### src/rtl/blinker_multi.sv
// blinker_multi: shared-prescaler multi-channel LED driver.
// Per-channel off / on / lockstep blink / retriggerable one-shot.
module blinker_multi #(
   parameter int CHANNELS       = 4,
   parameter int CNT_W          = 24,
   parameter int DEFAULT_PERIOD = 1000,
   parameter int PULSE_TICKS    = 3,
   parameter int PULSE_W        = 4
) (
   input  logic                  system1000,
   input  logic                  system1000_rst,
   input  logic                  cfg_we,
   input  logic [CNT_W-1:0]      cfg_period,
   input  logic [2*CHANNELS-1:0] mode,
   input  logic [CHANNELS-1:0]   trig,
   output logic [CHANNELS-1:0]   led,
   output logic                  tick
);

   typedef enum logic [1:0] {
      MODE_OFF   = 2'b00,
      MODE_ON    = 2'b01,
      MODE_BLINK = 2'b10,
      MODE_SHOT  = 2'b11
   } mode_e;

   logic [CNT_W-1:0]   period_q;
   logic [CNT_W-1:0]   cnt;
   logic [CNT_W-1:0]   p_eff;
   logic               phase;
   logic               phase_d;
   logic               wrap;
   logic [CHANNELS-1:0] trig_q;
   logic [CHANNELS-1:0] led_d;
   logic [PULSE_W-1:0] shot_q [CHANNELS];
   logic [PULSE_W-1:0] shot_d [CHANNELS];

   // A zero period runs as period 1; a config write swallows the wrap.
   always_comb begin
      p_eff   = (period_q == '0) ? CNT_W'(1) : period_q;
      wrap    = !cfg_we && (cnt == p_eff - CNT_W'(1));
      phase_d = phase ^ wrap;
   end

   always_comb begin
      for (int i = 0; i < CHANNELS; i++) begin
         shot_d[i] = '0;
         led_d[i]  = 1'b0;
         unique case (mode_e'(mode[2*i +: 2]))
            MODE_OFF:   led_d[i] = 1'b0;
            MODE_ON:    led_d[i] = 1'b1;
            MODE_BLINK: led_d[i] = phase_d;
            MODE_SHOT: begin
               if (trig[i] && !trig_q[i])
                  shot_d[i] = PULSE_W'(PULSE_TICKS);
               else if (wrap && shot_q[i] != '0)
                  shot_d[i] = shot_q[i] - PULSE_W'(1);
               else
                  shot_d[i] = shot_q[i];
               led_d[i] = (shot_d[i] != '0);
            end
            default: led_d[i] = 1'b0;
         endcase
      end
   end

   always_ff @(posedge system1000 or posedge system1000_rst) begin
      if (system1000_rst) begin
         period_q <= CNT_W'(DEFAULT_PERIOD);
         cnt      <= '0;
         tick     <= 1'b0;
         phase    <= 1'b0;
         trig_q   <= '0;
         led      <= '0;
         shot_q   <= '{default: '0};
      end else begin
         trig_q <= trig;
         phase  <= phase_d;
         led    <= led_d;
         shot_q <= shot_d;
         if (cfg_we) begin
            period_q <= cfg_period;
            cnt      <= '0;
            tick     <= 1'b0;
         end else if (wrap) begin
            cnt  <= '0;
            tick <= 1'b1;
         end else begin
            cnt  <= cnt + CNT_W'(1);
            tick <= 1'b0;
         end
      end
   end

endmodule
### config.mk
export PLATFORM = sky130hd
export DESIGN_NAME = blinker_multi
export DESIGN_NICKNAME = d
export VERILOG_FILES = /design/src/rtl/blinker_multi.sv
export SDC_FILE = /design/constraint.sdc
export NUM_CORES = 1
export LEC_CHECK = 0
export ABC_AREA = 1
export ABC_CLOCK_PERIOD_IN_PS = 6400
export CORE_ASPECT_RATIO = 0.8
export CORE_MARGIN = 5
export CORE_UTILIZATION = 45
export CTS_CLUSTER_SIZE = 28
export DETAILED_ROUTE_END_ITERATION = 8
export HOLD_SLACK_MARGIN = 0.12
export PLACE_DENSITY_LB_ADDON = 0.1
export SETUP_SLACK_MARGIN = 0.15
export SYNTH_ARGS = -nofsm -noshare
export SYNTH_HDL_FRONTEND = slang
export SYNTH_SLANG_ARGS = --single-unit
### constraint.sdc
create_clock -name system1000 -period 6.4 [get_ports system1000]
set_clock_uncertainty 0.05 [all_clocks]
set_input_delay 1.28 -clock system1000 [delete_from_list [all_inputs] [get_ports system1000]]
set_output_delay 1.28 -clock system1000 [all_outputs]
set_load 0.1 [all_outputs]
=== After elaboration in Yosys (flattened, before gate mapping) ===
Cells that the tools add are included.

* Register bits after elaboration: 74
* Bits of input ports: 39
* Output and inout bits: 5
* Logic and storage cells: 82

* Add/sub/neg operators: 6
* Equal/unequal tests: 13
* Mux-type cells: 25
* Bitwise operators: 1
* Reductions and logical operators: 27

{| class="wikitable"
|+ Operators by type and width
! cell !! number
|-
| $mux 24 || 3
|-
| $mux 4 || 16
|-
| $reduce_bool 4->1 || 8
|-
| $add 24x1->24 const B || 1
|-
| $eq 24x24->1 || 1
|-
| $logic_not 24->1 || 1
|-
| $sub 24x1->24 const B || 1
|-
| $eq 2x2->1 const B || 8
|-
| $pmux 1 s4 || 4
|-
| $sub 4x1->4 const B || 4
|-
| $logic_and 1x1->1 || 9
|-
| $eq 2x1->1 const B || 4
|-
| $logic_not 2->1 || 4
|-
| $logic_not 1->1 || 5
|-
| $mux 1 || 2
|-
| $xor 1x1->1 || 1
|}

=== Logic depth before layout (Yosys ltp) ===
Gate-level depths: netlist of run 1.

* Word-level depth: 11
* Gate-level depth with buffers: 24
* Depth with buffers taken out: 24

=== Worst setup path before layout of run 1 ===
OpenSTA, ideal clock, no wires.

* Kind: reg2reg
* From: reg period_q[8]
* To: reg cnt[18]
* Setup time: 0.114 ns
* Arrival time: 2.855 ns
* Data required time: 6.236 ns
* Setup slack: 3.381 ns
* Stages on the path, launching flop included: 22
* Path buffers: 1
* Clock period less this slack: 3.019 ns
* Cell sequence: dfstp_2 nor2_1 nand2_1 nor2_4 nand3_4 nand2_1 inv_2 ha_1 nand2_1 nor2_2 nand2_1 xor2_1 nand2_1 inv_1 nand4_1 nor3_4 nand2_4 nand2_1 inv_2 buf_2 nand3_1 inv_1

* Longest elaborated chain between the ends: 7

{| class="wikitable"
|+ RTL lines
! what !! RTL line !! source
|-
| from (decl) || 27 || <nowiki>logic [CNT_W-1:0] period_q;</nowiki>
|-
| from (signal assigned) || 69 || <nowiki>period_q <= CNT_W'(DEFAULT_PERIOD);</nowiki>
|-
| from (signal assigned) || 82 || <nowiki>period_q <= cfg_period;</nowiki>
|-
| $logic_not 24->1 || 40 || <nowiki>p_eff = (period_q == '0) ? CNT_W'(1) : period_q;</nowiki>
|-
| $mux 24 * || 40 ||
|-
| $sub 24x1->24 * || 41 || <nowiki>wrap = !cfg_we && (cnt == p_eff - CNT_W'(1));</nowiki>
|-
| $eq 24x24->1 * || 41 ||
|-
| $logic_and 1x1->1 * || 41 ||
|-
| $mux 24 * || 85 || <nowiki>end else if (wrap) begin</nowiki>
|-
| $mux 24 * || 81 || <nowiki>if (cfg_we) begin</nowiki>
|-
| to (signal assigned) || 89 || <nowiki>cnt <= cnt + CNT_W'(1);</nowiki>
|-
| to (decl) || 28 || <nowiki>logic [CNT_W-1:0] cnt;</nowiki>
|}

Mark *: on every way between the ends. The rest lies on a longest branch, timed or not.
A chain may end at the register's enable or synchronous reset.

=== Final worst setup path of run 1 ===
* From: reg period_q[10]
* To: reg cnt[21]

The elaborated chain is that of the path after synthesis.

==> metrics.cfg, run 1 <==
[critical_path]
crit_arrival_ns = 4.04
r2r_setup_slack_ns = 2.55
required_ns = 6.59
critical_path_class = reg -> reg
cp-end-kind = flip-flop
r2r-start = period_q[10]
cp-start-kind = flip-flop
timing.rr.end = cnt[21]
slowest_stage = dfrtp_1
critPathMaxFanout = 23
path_cells = nor2_1 -> nand2_1 -> nor2_4 -> nand3_4 -> nand2_1 -> inv_2 -> ha_1 -> nand3_1 -> inv_1 -> nand2_1 -> xor2_1 -> nand2_1 -> inv_1 -> nand4_1 -> nor3_4 -> nand2_4 -> nand2_1 -> inv_2 -> o21ai_0 -> a21o_1 -> inv_1
path_buf_inv = 5
crit_family = simple AND/OR/NAND/NOR gates
reg2regPathDepth = 21
crit_top_cell = nand2_1
max_stage_delay_ns = 0.42

[hold_path]
hold_class = reg -> reg
holdPathStages = 2
min_from = period_q[6]
hold_path_end = period_q[6]

[placement]
gp_routability_congestion = 0.921
place_area_mm2 = 0.00539
placed_cells = 870
io_buffers = 43
hpwl_um = 8820

[cts]
clockBufferDepth = 2
cts_made_buffers = 9
ctsHoldBuffers = 0
cts_resized = 0
cts-htree-levels = 3
cts_sinks = 74
cts_tree = done
insertion_delay_ns = 0.34
clk_pin_slew_ns = 0.06
cts_root_buffer = clkbuf_16
post_cts_buffers = 0

[sta]
fin_setup_tns_ns = 0
setup_viol = 0
rsz0062_at_grt = false
max_clock_freq_ghz = 0.260
finalMaxSlewViolations = 0
tightestPinTransition_ns = 0.973
fin_crit_ns = 3.85
hold_viol_final = 0
worst_slew_margin_rel = 0.349
period_share = 0.601

[run_status]
status = completed

[route]
dr.pass1.iters = 6
routed.top_layer = met4
drtAntennaViolNets = 0
met2_length_um = 5010
via_per_inst = 4.91
met3WireLength_um = 578
drc = 0
num_vias = 4350
wl_met1_um = 5740
finalWirelength_um = 11500
wire_per_inst_um = 13.0
first_iter_violations = 327

[yosys]
ys_types = 36
synthesis.nets = 739
ys_seq_area_frac = 0.385
yosysTopAreaCellShare = 0.353
yosys_register_bits = 74
synth.area.top_cells = dfrtp_1, nand2_1, inv_1
syn_area_mm2 = 0.00482
syn_avg_cell_area_um2 = 6.95
synth_warnings = 0
postSynthCellCount = 694
synth_top_cell_by_area = dfrtp_1

[finish]
drive_above_1_share = 0.0885
diodes = 0
post-route-util = 0.547
nNetsFinal = 786
fin_area_mm2 = 0.00567
area_delta_synth_final_pct = 17.5
stdcell_count = 886

[floorplan]
fp-row-count = 33
die_w_um = 126
die_area_mm2 = 0.0129
io_pins = 44
start_util = 0.465
die_y_um = 103
core_mm2 = 0.0104

[power_and_ir_drop]
p_leak_nw = 2.99
vdd_drop_max_uv = 117
power_mw = 1.18
power_density_mw_per_mm2 = 208

[flow_run]
cap_violations = 0

[global_route]
antenna_found_initial = 0
grt_usage = 0.191
gr-total-overflow = 0
grt_pass1_wl_um = 20100
grt_max_degree = 75
grt_pass1_vias = 4246

==> metal layers <==
metal / vias up / global-route usage
met3: 20 / 0.0388
met5: - / 0
li1: 2258 / -
met1: 1984 / 0.275
met2: 88 / 0.290
met4: 0 / 0.0684
==> power breakdown <==
part	switching [mW]	total [mW]	internal, mW
Clock	0.201	0.472	0.271
Combinational	0.123	0.194	0.0707
Sequential	0.0191	0.510	0.491
==> flip-flops by register name (all words and copies together), names as in the netlist <==
name and flops:
trig_q 4, phase 1, led 4, tick 1
period_q 24, cnt 24, shot_q 16
==> synthesized netlist by cell type, drive strengths merged <==
library cell / n
buf: 3
nand3: 53
o21ai: 47
a21oi: 7
xnor2: 11
and2: 1
nand2: 186
nor4: 3
xor2: 23
clkbuf: 6
or2: 7
dfstp: 6
nor2: 97
inv: 125
a21o: 2
nand3b: 4
o221ai: 1
ha: 6
dfrtp: 68
nand4: 27
nor3: 10
clkinv: 1
==> logic make-up after synthesis <==
group | Yosys count | share of synthesized area
AND/OR/NAND/NOR | 388 | 0.363
adder cells (fa/ha/maj) | 6 | 0.0156
buffers and inverters | 135 | 0.108
AO/OA/AOI/OAI | 57 | 0.0617
flip-flops | 74 | 0.385
XOR/XNOR | 34 | 0.0656
==> how the worst max path moves through the flow <==
stage	from	endpoint	cells past startpoint
after global placement	cfg_we	cnt[21]	15
after CTS	period_q[10]	cnt[21]	21
after floorplan	system1000_rst	cnt[0]	1
after global routing	period_q[10]	cnt[21]	21
after detailed placement	cfg_we	cnt[21]	15
final	period_q[10]	cnt[21]	21
==> layout make-up <==
| type | count | area [µm²] |
|---|---|---|
| clock buffers | 11 | 243 |
| fillers | 1028 | 4700 |
| clock inverters | 5 | 30.0 |
| flip-flops and latches | 74 | 1860 |
| inverters | 126 | 473 |
| well taps | 140 | 175 |
| multi-input cells | 485 | 2440 |
| repair buffers | 45 | 445 |
==> layout by cell type (no fill, tap or decap), types with 2 or more instances in the layout <==
master / n
xnor2_1: 10
clkdlybuf4s50_1: 43
nand4_1: 23
dfstp_2: 6
buf_4: 2
nor3_1: 6
inv_2: 16
or2_2: 6
nand3_1: 51
inv_1: 109
nand2_1: 185
o21ai_1: 7
o21ai_0: 40
ha_1: 6
nor2_2: 6
clkinvlp_4: 2
dfrtp_1: 68
a21o_1: 2
nand3b_1: 4
nand4_2: 4
nor4_1: 3
nor2_1: 89
nor2_4: 2
a21oi_1: 6
clkinv_2: 3
xor2_1: 23
clkbuf_16: 9
nor3_2: 3
==> stage by stage <==
step	setup WS [ns]	hold WS [ns]
finish	2.55	0.460
floorplan	3.20	0.422
CTS	2.55	0.463
global placement	2.55	0.446
global route	2.13	0.481
detailed placement	2.42	0.451
==> worst min-delay path, cell delays in order (launching register included) <==
cell and delay (ns):
dfstp_2 0.37, inv_2 0.06, o21ai_0 0.07
Note: power is estimated with default switching activity, not from simulation.
==> run 2, diff against run 1 <==
--- a/config.mk
+++ b/config.mk
@@ -6,7 +6,7 @@
 export NUM_CORES = 1
 export LEC_CHECK = 0
 export ABC_AREA = 1
-export ABC_CLOCK_PERIOD_IN_PS = 6400
+export ABC_CLOCK_PERIOD_IN_PS = 3350
 export CORE_ASPECT_RATIO = 0.8
 export CORE_MARGIN = 5
 export CORE_UTILIZATION = 45
==> constraint.sdc (replaced) <==
create_clock -name system1000 -period 3.35 [get_ports system1000]
set_clock_uncertainty 0.05 [all_clocks]
set_input_delay 0.67 -clock system1000 [delete_from_list [all_inputs] [get_ports system1000]]
set_output_delay 0.67 -clock system1000 [all_outputs]
set_load 0.1 [all_outputs]
==> run 2 against run 1 <==
Net effect:
- fmax is 22% higher
- sequential cell count stayed put
- clock power up 120%
- largest power group is now the clock network
- highest routed layer unchanged
==> metrics.cfg, run 2 (synthesis results as in run 1) <==
[run_status]
status = completed

[global_route]
gr-total-overflow = 0  ; unchanged
antenna_found_initial = 0  ; unchanged
grt_max_degree = 75  ; unchanged
grt_usage = 0.205  ; +0.0136
grt_pass1_wl_um = 21100  ; +5.1%
grt_pass1_vias = 4332  ; +2.0%

[route]
met3WireLength_um = 660  ; +14%
routed.top_layer = met4
first_iter_violations = 251  ; -23%
num_vias = 4590  ; +5.5%
met2_length_um = 5550  ; +11%
dr.pass1.iters = 5  ; -1
wire_per_inst_um = 13.7  ; +5.7%
drtAntennaViolNets = 0  ; unchanged
wl_met1_um = 6380  ; +11%
drc = 0  ; unchanged
finalWirelength_um = 12700  ; +10%
via_per_inst = 4.97  ; +1.3%

[placement]
io_buffers = 43  ; unchanged
gp_routability_congestion = 0.913  ; -0.91%
hpwl_um = 9770  ; +11%

[finish]
drive_above_1_share = 0.184  ; +0.0954
mostFrequentLayoutCells = nand2_1, inv_1, nor2_1
nFillCells = 965  ; -6.1%
area_delta_synth_final_pct = 29.2
reg.largest.list = cnt (24), period_q (24), shot_q (16)
nNetsFinal = 823  ; +4.7%
final_common_cell = nand2_1
diodes = 0  ; unchanged

[cts]
insertion_delay_ns = 0.33  ; about the same
cts_made_buffers = 9  ; unchanged
cts_tree = done
clk_pin_slew_ns = 0.06  ; about the same
cts_root_buffer = clkbuf_16
cts-htree-levels = 3  ; unchanged
clockBufferDepth = 2  ; unchanged
cts_sinks = 74  ; unchanged

[sta]
tightestPinTransition_ns = 0.595  ; -0.378 ns
fin_crit_ns = 3.14  ; -0.706 ns
finalMaxSlewViolations = 0  ; unchanged
rsz0062_at_grt = true
setup_viol = 0  ; unchanged
period_share = 0.938  ; +0.337
hold_ws_ns = 0.479  ; +0.0189 ns
max_clock_freq_ghz = 0.318  ; +22%
hold_viol_final = 0  ; unchanged
worst_slew_margin_rel = 0.601  ; +0.252

[power_and_ir_drop]
combinationalPowerShare = 0.185  ; +0.020
swShare = 0.275  ; -0.0178
power_density_mw_per_mm2 = 396  ; +91%
p_int_mw = 1.79  ; +120%
p_leak_nw = 3.23  ; +8.1%
vdd_drop_max_uv = 357  ; +210%
clkPwrFrac = 0.420  ; +0.018
pwr-share-seq = 0.395  ; -0.038
p_switching_mw = 0.679  ; +97%
power_mw = 2.47  ; +110%

[critical_path]
cp-end-kind = flip-flop
max_stage_delay_ns = 0.59  ; +0.17 ns
crit_arrival_ns = 3.32  ; -0.72 ns
crit_top_cell = nand2_1
required_ns = 3.52  ; -3.07 ns
path_buf_inv = 4  ; -1
slowest_stage = dfstp_2
critical_path_class = reg -> reg
path_cells = nor2_4 -> nand2_4 -> nor2_4 -> nand3_4 -> nand2_2 -> inv_2 -> ha_4 -> nand2_4 -> nor2_4 -> nand2_2 -> xor2_2 -> nand2_1 -> inv_1 -> nand4_1 -> buf_4 -> nor3_4 -> buf_12 -> nand3_4 -> nand2_1 -> nand2_1 -> nor2_1 -> nand2_1 -> nor2_1 -> nor2_1
critPathMaxFanout = 6  ; -74%
crit_family = simple AND/OR/NAND/NOR gates
cp-start-kind = flip-flop

[floorplan]
fp-row-count = 33  ; unchanged
die_y_um = 103  ; unchanged
start_util = 0.465  ; unchanged
die_area_mm2 = 0.0129  ; unchanged
core_mm2 = 0.0104  ; unchanged
die_w_um = 126  ; unchanged
io_pins = 44  ; unchanged

[flow_run]
cap_violations = 0  ; unchanged

[hold_path]
hold_class = reg -> reg

==> run 2: worst reg2reg max path: stages, from the launching register on <==
cell	delay (ns)
dfstp_2	0.59
nor2_4	0.07
nand2_4	0.09
nor2_4	0.05
nand3_4	0.06
nand2_2	0.06
inv_2	0.07
ha_4	0.17
nand2_4	0.08
nor2_4	0.18
nand2_2	0.09
xor2_2	0.18
nand2_1	0.08
inv_1	0.06
nand4_1	0.14
buf_4	0.18
nor3_4	0.15
buf_12	0.16
nand3_4	0.10
nand2_1	0.07
nand2_1	0.06
nor2_1	0.09
nand2_1	0.06
nor2_1	0.10
nor2_1	0.05
==> run 2: path summary, 6_finish.rpt <==
| kind | start | to | slack (ns) | cells past startpoint |
|---|---|---|---|---|
| min reg2reg | period_q[6] | period_q[6] | 0.48 | 2 |
| max | period_q[5] | led[0] | 0.21 | 24 |
| max in group asynchronous | system1000_rst | period_q[5] | 2.19 | 3 |
| min in group asynchronous | system1000_rst | trig_q[1] | 0.69 | 3 |
| min | period_q[6] | period_q[6] | 0.48 | 2 |
| max reg2reg | period_q[5] | led[0] | 0.21 | 24 |
==> run 2: power by group through the flow <==
stage                     Combinational (mW)  Clock [mW]  Sequential (mW)
after detailed placement               0.411           0            0.985
after CTS                              0.431        1.07            0.969
after floorplan                        0.231           0             1.00
after global routing                   0.509        1.11            0.979
after global placement                 0.407           0            0.985
final                                  0.458        1.04            0.975
==> run 2: timing repair <==
action | 4_1_cts | 5_1_grt
cloned | 1 | 0
gates resized for setup | 13 | 39
pin swaps | 9 | 25
buffers inserted | 8 | 5
hold buffers | 0 | 0
endpoints found under the hold margin | 0 | 0
setup endpoints to repair | 45 | 46
==> run 2: final cells by class <==
class | count | area (µm²) | area share
clock buffers | 11 | 243 | 0.0389
clock inverters | 5 | 77.6 | 0.0124
inverters | 126 | 473 | 0.0759
multi-input cells | 486 | 2640 | 0.423
flip-flops and latches | 74 | 1860 | 0.298
well taps | 140 | 175 | 0.0281
repair buffers | 81 | 769 | 0.123
==> run 2: metrics by stage <==
step                instance area (µm²)  setup WS, ns  instances  TNS, ns  utilization
floorplan                          4820         0.331        694        0            -
global placement                   5590       0.00766        893        0        0.540
detailed placement                 5590       -0.0479        893   -0.676        0.540
CTS                                6050         0.152        918        0        0.583
global route                       6230       -0.0220        923  -0.0220        0.601
finish                             6230         0.207        923        0        0.601
==> run 2: per-layer routing <==
| layer | vias up | GRT usage |
|---|---|---|
| met5 | - | 0 |
| met4 | 0 | 0.0445 |
| met3 | 12 | 0.0513 |
| met2 | 96 | 0.326 |
| met1 | 2148 | 0.288 |
| li1 | 2334 | - |
==> RTL change: new RTL, flow settings as in run 2 <==
The parameter `PULSE_W` goes from 4 to 6.
--- a/src/rtl/blinker_multi.sv
+++ b/src/rtl/blinker_multi.sv
@@ -6,5 +6,5 @@
    parameter int DEFAULT_PERIOD = 1000,
    parameter int PULSE_TICKS    = 3,
-   parameter int PULSE_W        = 4
+   parameter int PULSE_W        = 6
 ) (
    input  logic                  system1000,
Function: no difference found for any inputs over 10 cycles, from zero or initial values and one cycle with system1000_rst high; that may be too few to reach the edited logic, so the function may still have changed.
==> RTL change against run 2 <==
Worst setup slack got worse by 110 ps; global-route usage increased by 0.98 points; first-iteration DRC count increased by 86%; count of clock-buffer cells in the layout increased by 1; combinational power increased by 7.4%; non-clock buffer count increased by 8; sequential cell count increased by 8; area after synthesis increased by 14%; cell area increased by 12%; routed wire length increased by 18%; worst hold slack improved by 50 ps; power increased by 4.6%; critical endpoint unchanged.
==> RTL change: results (changes against run 2) <==
[finish]
fin_nets=915  ; +11%
sh_seq_area=0.296  ; -0.00232
utilization=0.576  ; -0.0254
bufAreaShareNonClock=0.115  ; -0.00847
num-nonclk-inverters=137  ; +8.7%
clkCellAreaFrac=0.0441  ; -0.00730
drive_gt1_frac=0.175  ; -0.00940
top_regs=cnt: 24 flops, period_q: 24 flops, shot_q: 24 flops
multi_input_area_share=0.443  ; +0.0202

[global_routing]
use_met2=0.314  ; -0.0115
use_met3=0.0470  ; -0.00422
grt_start_max_net_pins=56  ; -25%
grt_pass1_wl_um=24900  ; +18%
track_usage=0.215  ; +0.00982
grt_pass1_vias=5104  ; +18%

[yosys]
ys_seq_area_frac=0.373  ; -0.0120
synthXorXnorAreaFrac=0.0899  ; +0.0242
synth_commonest_cells=206 x nand2_1, 131 x inv_1, 92 x nor2_1, 76 x dfrtp_1, 54 x nand3_1
ys_ff_latch=82  ; +11%
synth_compound_area_frac=0.0549  ; -0.00683
syn_inst=781  ; +13%
syn_nets=830  ; +12%
synthAdderAreaFrac=0.0227  ; +0.00713
synthTopCellsByArea=dfrtp_1 34%, nand2_1 14%, inv_1 8.9%, nor2_1 6.3%, xor2_1 4.9%

[power_and_ir_drop]
p_per_area_nw_per_um2=372  ; -6.2%
switching_power_uw=740  ; +9.0%
total_leakage_power_nw=3.51  ; +8.6%
pg_comb_uw=492  ; +7.4%

[placement]
place_area_um2=6330  ; +13%
gp_congestion=0.905  ; -0.88%
dp_cells=997  ; +12%
dp_hpwl_um=11400  ; +16%

[setup_path]
cp_slowest_stage_delay_ps=560  ; -30 ps
ff2ff_setup_slack_ps=90  ; -110 ps
r2r_cells=27  ; +13%

[timing]
fmax_mhz=307  ; -3.5%
slew_headroom=0.514  ; -0.0867
worst_hold_slack_ps=529  ; +49.8 ps

[drt]
wl_met3_um=959  ; +45%
routed_wl_um=14900  ; +18%
drt_iter0_markers=467  ; +86%
met2_length_um=6280  ; +13%
drt-met1-wl_um=7510  ; +18%
viasPerCell=5.13  ; +3.2%

[run_status]
status=finished clean

[clocking]
cts_setup_buffers=6  ; -2

[min_path]
min_to=shot_q[12]
hold_depth=4  ; +2

[RTL change: cell types whose count changed in the layout (fill, tap and decap cells not counted), moves of 4 or more]
| cell | run 2 | this run |
|---|---|---|
| o21ai_0 | 38 | 27 |
| ha_1 | 5 | 9 |
| nand4_1 | 23 | 38 |
| dfrtp_1 | 67 | 76 |
| xnor2_1 | 10 | 18 |
| nand2_1 | 174 | 187 |
| nand2_2 | 10 | 21 |
| buf_4 | 37 | 46 |
| inv_2 | 18 | 7 |
| nor2_2 | 13 | 17 |
| inv_1 | 107 | 126 |
| xor2_1 | 21 | 30 |
[RTL change: cells by family (layout without fill, tap and decap cells)]
group                      Yosys count  count (layout)
AOI/OAI and AO/OA                   54              54
and+or+nand+nor                    431             431
buffers and inverters              152             242
xor gates and xnor gates            52              52
adders and majority gates           10              10
DFF                                 82              82
